==> config.mk <==
export PLATFORM = sky130hd
export DESIGN_NAME = ictrl_flit_packer
export DESIGN_NICKNAME = d
export VERILOG_FILES = /design/src/rtl/ictrl_flit_packer.sv
export SDC_FILE = /design/constraint.sdc
export NUM_CORES = 1
export LEC_CHECK = 0
export ABC_CLOCK_PERIOD_IN_PS = 4700
export CAP_MARGIN = 10
export CORE_MARGIN = 2
export CORE_UTILIZATION = 45
export DETAILED_ROUTE_END_ITERATION = 16
export HOLD_SLACK_MARGIN = 0.05
export PLACE_DENSITY = 0.83
export SYNTH_ARGS = -nofsm -noshare
export SYNTH_HDL_FRONTEND = slang
export SYNTH_SLANG_ARGS = --single-unit
export TNS_END_PERCENT = 1
==> constraint.sdc <==
create_clock -name clk -period 4.7 [get_ports clk]
set_clock_uncertainty 0.2 [all_clocks]
set_input_delay 0.94 -clock clk [delete_from_list [all_inputs] [get_ports clk]]
set_output_delay 0.94 -clock clk [all_outputs]
set_load 0.02 [all_outputs]
==> src/rtl/ictrl_flit_packer.sv <==
// Packs 128-bit DMA read beats into 32-bit NoC flits behind one head flit {4'hA, dest mask, flit count}.
// Latency: head flit the cycle after cfg accept; one LOAD bubble per stream start, then 1 flit/cycle.
// Backpressure: out_ready low freezes the presented flit; in_ready stays low until the current beat drains.
module ictrl_flit_packer #(
    parameter int DATA_WIDTH = 128,
    parameter int FLIT_WIDTH = 32,
    parameter int BEAT_W     = 14,
    parameter int NODE_NUM   = 12
) (
    input  logic                    clk,
    input  logic                    rst_n,
    input  logic                    cfg_valid,
    output logic                    cfg_ready,
    input  logic [NODE_NUM-1:0]     cfg_dest_mask,
    input  logic [BEAT_W-1:0]       cfg_beats,
    input  logic                    in_valid,
    input  logic [DATA_WIDTH-1:0]   in_data,
    input  logic [DATA_WIDTH/8-1:0] in_strb,
    output logic                    in_ready,
    output logic                    out_valid,
    output logic [FLIT_WIDTH-1:0]   out_flit,
    output logic                    out_last,
    input  logic                    out_ready,
    output logic                    busy,
    output logic                    done
);
    localparam int LEN_W  = FLIT_WIDTH - 4 - NODE_NUM;
    localparam int NBYTES = DATA_WIDTH / 8;

    typedef enum logic [2:0] {IDLE, HEAD, LOAD, SEND, DONE} state_t;

    state_t                      state_q;
    logic [NODE_NUM-1:0]         mask_q;
    logic [BEAT_W-1:0]           beats_q;
    logic [BEAT_W-1:0]           beat_cnt_q;
    logic [1:0]                  idx_q;
    logic [3:0][FLIT_WIDTH-1:0]  beat_q;
    logic [DATA_WIDTH-1:0]       beat_masked;
    logic [LEN_W-1:0]            len;
    logic                        zero_len;
    logic                        last_beat;
    logic                        fast_load;

    always_comb begin
        beat_masked = '0;
        for (int i = 0; i < NBYTES; i++) begin
            beat_masked[i*8 +: 8] = in_strb[i] ? in_data[i*8 +: 8] : 8'h00;
        end
    end

    assign len       = LEN_W'({beats_q, 2'b00});
    assign zero_len  = (beats_q == '0);
    // Only meaningful in SEND, where beats_q is known to be non-zero.
    assign last_beat = (beat_cnt_q == beats_q - BEAT_W'(1));
    // Next beat can be taken while the final flit of the current one hands off.
    assign fast_load = (state_q == SEND) && out_ready && (idx_q == 2'd3) && !last_beat;

    assign cfg_ready = (state_q == IDLE);
    assign busy      = (state_q != IDLE);
    assign done      = (state_q == DONE);
    assign in_ready  = (state_q == LOAD) || fast_load;
    assign out_valid = (state_q == HEAD) || (state_q == SEND);

    always_comb begin
        out_flit = '0;
        out_last = 1'b0;
        if (state_q == HEAD) begin
            out_flit = {4'hA, mask_q, len};
            out_last = zero_len;
        end else if (state_q == SEND) begin
            out_flit = beat_q[idx_q];
            out_last = (idx_q == 2'd3) && last_beat;
        end
    end

    always_ff @(posedge clk or negedge rst_n) begin
        if (!rst_n) begin
            state_q    <= IDLE;
            mask_q     <= '0;
            beats_q    <= '0;
            beat_cnt_q <= '0;
            idx_q      <= '0;
            beat_q     <= '0;
        end else begin
            case (state_q)
                IDLE: begin
                    if (cfg_valid) begin
                        mask_q     <= cfg_dest_mask;
                        beats_q    <= cfg_beats;
                        beat_cnt_q <= '0;
                        state_q    <= HEAD;
                    end
                end
                HEAD: begin
                    if (out_ready) begin
                        state_q <= zero_len ? DONE : LOAD;
                    end
                end
                LOAD: begin
                    if (in_valid) begin
                        beat_q  <= beat_masked;
                        idx_q   <= '0;
                        state_q <= SEND;
                    end
                end
                SEND: begin
                    if (out_ready) begin
                        if (idx_q != 2'd3) begin
                            idx_q <= idx_q + 2'd1;
                        end else if (last_beat) begin
                            state_q <= DONE;
                        end else begin
                            beat_cnt_q <= beat_cnt_q + BEAT_W'(1);
                            if (in_valid) begin
                                beat_q <= beat_masked;
                                idx_q  <= '0;
                            end else begin
                                state_q <= LOAD;
                            end
                        end
                    end
                end
                DONE: begin
                    state_q <= IDLE;
                end
                default: begin
                    state_q <= IDLE;
                end
            endcase
        end
    end
endmodule
==> out/metrics.cfg <==
[synth]
synth-async-reset-ratio_pct=100
ys_ff_latch=173
synth_cell_type_count=47
ys_seq_area_share_pct=45.7
synth_flop_cell=dfrtp_1
synthCells=963
synth.avg_cell_area_um2=9.83
synth.cell_area_um2=9470
synth_warnings=0
synth_edf_count=0
synthesis.nets=1141

[sta]
rsz0062_at_grt=no
holdWs_ns=0.277
drv_slew=0
finalHoldViolCount=0
fin_crit_sh_pct=97.4
setup_ws_ns=0.124
finalSetupViolCount=0
worstMarginPinSlew_ns=1.17
slew_headroom_pct=21.6
fin_crit_ns=4.58
clock.fmax_mhz=219

[worst_setup_path]
crit_fanout=10
crit_type=reg2out
regToRegSetupSlack_ns=0.86
setup.worst_path.end_class=output port
critPathLaunch=beats_q[2]$_DFFE_PN0P_
worst_ep_arrival_time_ns=3.44
required_ns=3.56
rr_startpoint=beats_q[2]$_DFFE_PN0P_
critPathLaunchType=register
rr_worst_depth=11

[clock_tree]
insertion_delay_ns=0.43
cts_hold_buf=0
cts_tree=done
root_buffer=clkbuf_16
cts_max_level=4
clkTransAtPathRegs_ns=0.07
cts_buffers=17
cts.path.max_buffers=2
cts_sinks=173

[pwr]
p_leak_nw=5.45
vdd_drop_max_mv=0.400
cellPowerDensity_nw_per_um2=642

[global_route]
grt_max_degree=107
globalRoute.totalOverflow=0
antenna_found_initial=0
grt_pass1_wl_mm=39.4
first_global_vias=7521
track_usage_pct=22.9

[layout]
utilization_pct=59.2
antennaDiodeCount=0
drive_above_1_share_pct=8.23
multi_input_area_um2=4270
regArea_um2=4330
final_nets=1320
area_growth_pct=30.1
fillers=1721

[floorplan]
start_util_pct=45.5
die_w_um=149
rows=53
coreArea_um2=20800
die_height_um=149
io_pins=213
fp.dieArea_um2=22200

[routing]
drc=0
top_layer=met4
ant_nets=0
wl_met3_um=876
route.met2.wl_mm=12.5
met1_length_mm=10.7
dr_total_vias=7365
drt_pass1_iterations=4
wl_per_cell_um=17.3
vias_per_cell=5.15
drt_wl_total_mm=24.7
drt_iter0_markers=393

[status]
status=finished, final reports clean

[worst_hold_path]
min_path_cells=2
min_from=mask_q[7]$_DFFE_PN0P_
hp-class=reg2reg

[place]
dp_slack_ns=0.117
portBuffers=212
dp_hpwl_mm=17.6
gp_congestion=0.866

[run]
cap_viol_max_count=0

==> critical path, cell delays in order, from the launching register on <==
cell,delay [ns]
dfrtp_1,0.49
or4_4,0.58
or3_4,0.41
nor3b_1,0.16
o31ai_2,0.31
a2111oi_4,0.14
buf_4,0.17
o21a_1,0.16
nor3_1,0.33
clkbuf_2,0.25
==> logic make-up (layout without fill, tap and decap cells) <==
logic type / after synthesis / count (layout) / share of synthesized area [%]
multiplexers: 189 / 189 / 24.2
XOR/XNOR: 17 / 17 / 1.57
AND/OR/NAND/NOR: 322 / 322 / 14.7
flip-flops: 173 / 173 / 45.7
buffers and inverters: 205 / 397 / 9.50
AO/OA/AOI/OAI: 54 / 54 / 3.86
adder cells (fa/ha/maj): 3 / 3 / 0.396
==> synthesized netlist by cell type, drive strengths merged, types with 9 or more instances <==
library cell,count,share of area (%)
a21oi,17,0.90
buf,41,3.0
clkbuf,24,0.95
dfrtp,173,46
inv,140,5.5
mux2i,157,17
mux4,32,7.6
nand2,219,8.7
nor2,39,1.5
nor3,9,0.48
o21ai,10,0.53
or3,9,0.65
or4,9,0.75
xnor2,14,1.3
==> sequential cells by signal (all words and copies together) (netlist names) <==
signal and flops:
beat_q 128, beat_cnt_q 14, beats_q 14, mask_q 12, state_q 3, idx_q 2
==> path summary, 6_finish.rpt <==
path                                           to
setup / recovery                         in_ready
hold / removal              mask_q[7]$_DFFE_PN0P_
setup reg to reg           beat_q[28]$_DFFE_PN0P_
hold reg to reg             mask_q[7]$_DFFE_PN0P_
max in group asynchronous   mask_q[9]$_DFFE_PN0P_
min in group asynchronous  beats_q[3]$_DFFE_PN0P_
==> repair_timing <==
| item | CTS | global route |
|---|---|---|
| resized for setup | 2 | 14 |
| setup endpoints to repair | 2 | 2 |
| cloned | 0 | 0 |
| pin swaps | 0 | 3 |
| buffers inserted | 0 | 2 |
| hold endpoints to repair | 0 | 0 |
==> layout make-up <==
class / count / area share (%)
timing repair buffer: 225 / 18.3
tap: 275 / 2.79
clock buffer: 20 / 3.71
sequential: 173 / 35.2
inverter: 140 / 4.27
multi-input combinational: 585 / 34.7
clock inverter: 12 / 1.10
==> report_power, final <==
part           total [mW]  switching [mW]  internal (mW)
clock network        1.43           0.613          0.816
logic                3.78            1.90           1.87
registers            2.71           0.543           2.16
total                7.91            3.06           4.85
==> stage by stage <==
step / TNS (ns) / cell area (um2) / power, mW / instances
final: 0 / 12300 / 7.91 / 1430
after detailed placement: 0 / 11700 / 6.47 / 1396
after global placement: 0 / 11700 / 6.35 / 1396
after floorplan: 0 / 9470 / 5.10 / 963
after CTS: -0.0633 / 12300 / 7.93 / 1428
after global routing: 0 / 12300 / 8.39 / 1430
==> placed cells by master, fill, tap and decap left out, drive strengths merged, types with 4 or more instances in the layout <==
| cell | instances |
|---|---|
| or4 | 9 |
| nand2b | 4 |
| o21ai | 10 |
| nor3b | 6 |
| nor3 | 9 |
| a21oi | 17 |
| or3 | 9 |
| buf | 15 |
| nand2 | 219 |
| mux2i | 157 |
| clkbuf | 21 |
| o211ai | 4 |
| a211oi | 4 |
| mux4 | 32 |
| clkinv | 4 |
| xnor2 | 14 |
| inv | 143 |
| dfrtp | 173 |
| nor2 | 39 |
| and3 | 4 |
| clkdlybuf4s50 | 209 |
| o31ai | 4 |
| nand4 | 6 |
==> per-layer routing <==
| metal | track usage, % | up-vias |
|---|---|---|
| met2 | 38.8 | 187 |
| met4 | 8.05 | 0 |
| met5 | 0 | - |
| li1 | - | 3513 |
| met1 | 30.0 | 3627 |
| met3 | 3.58 | 38 |
No activity file was read; power rests on OpenSTA's default activity.
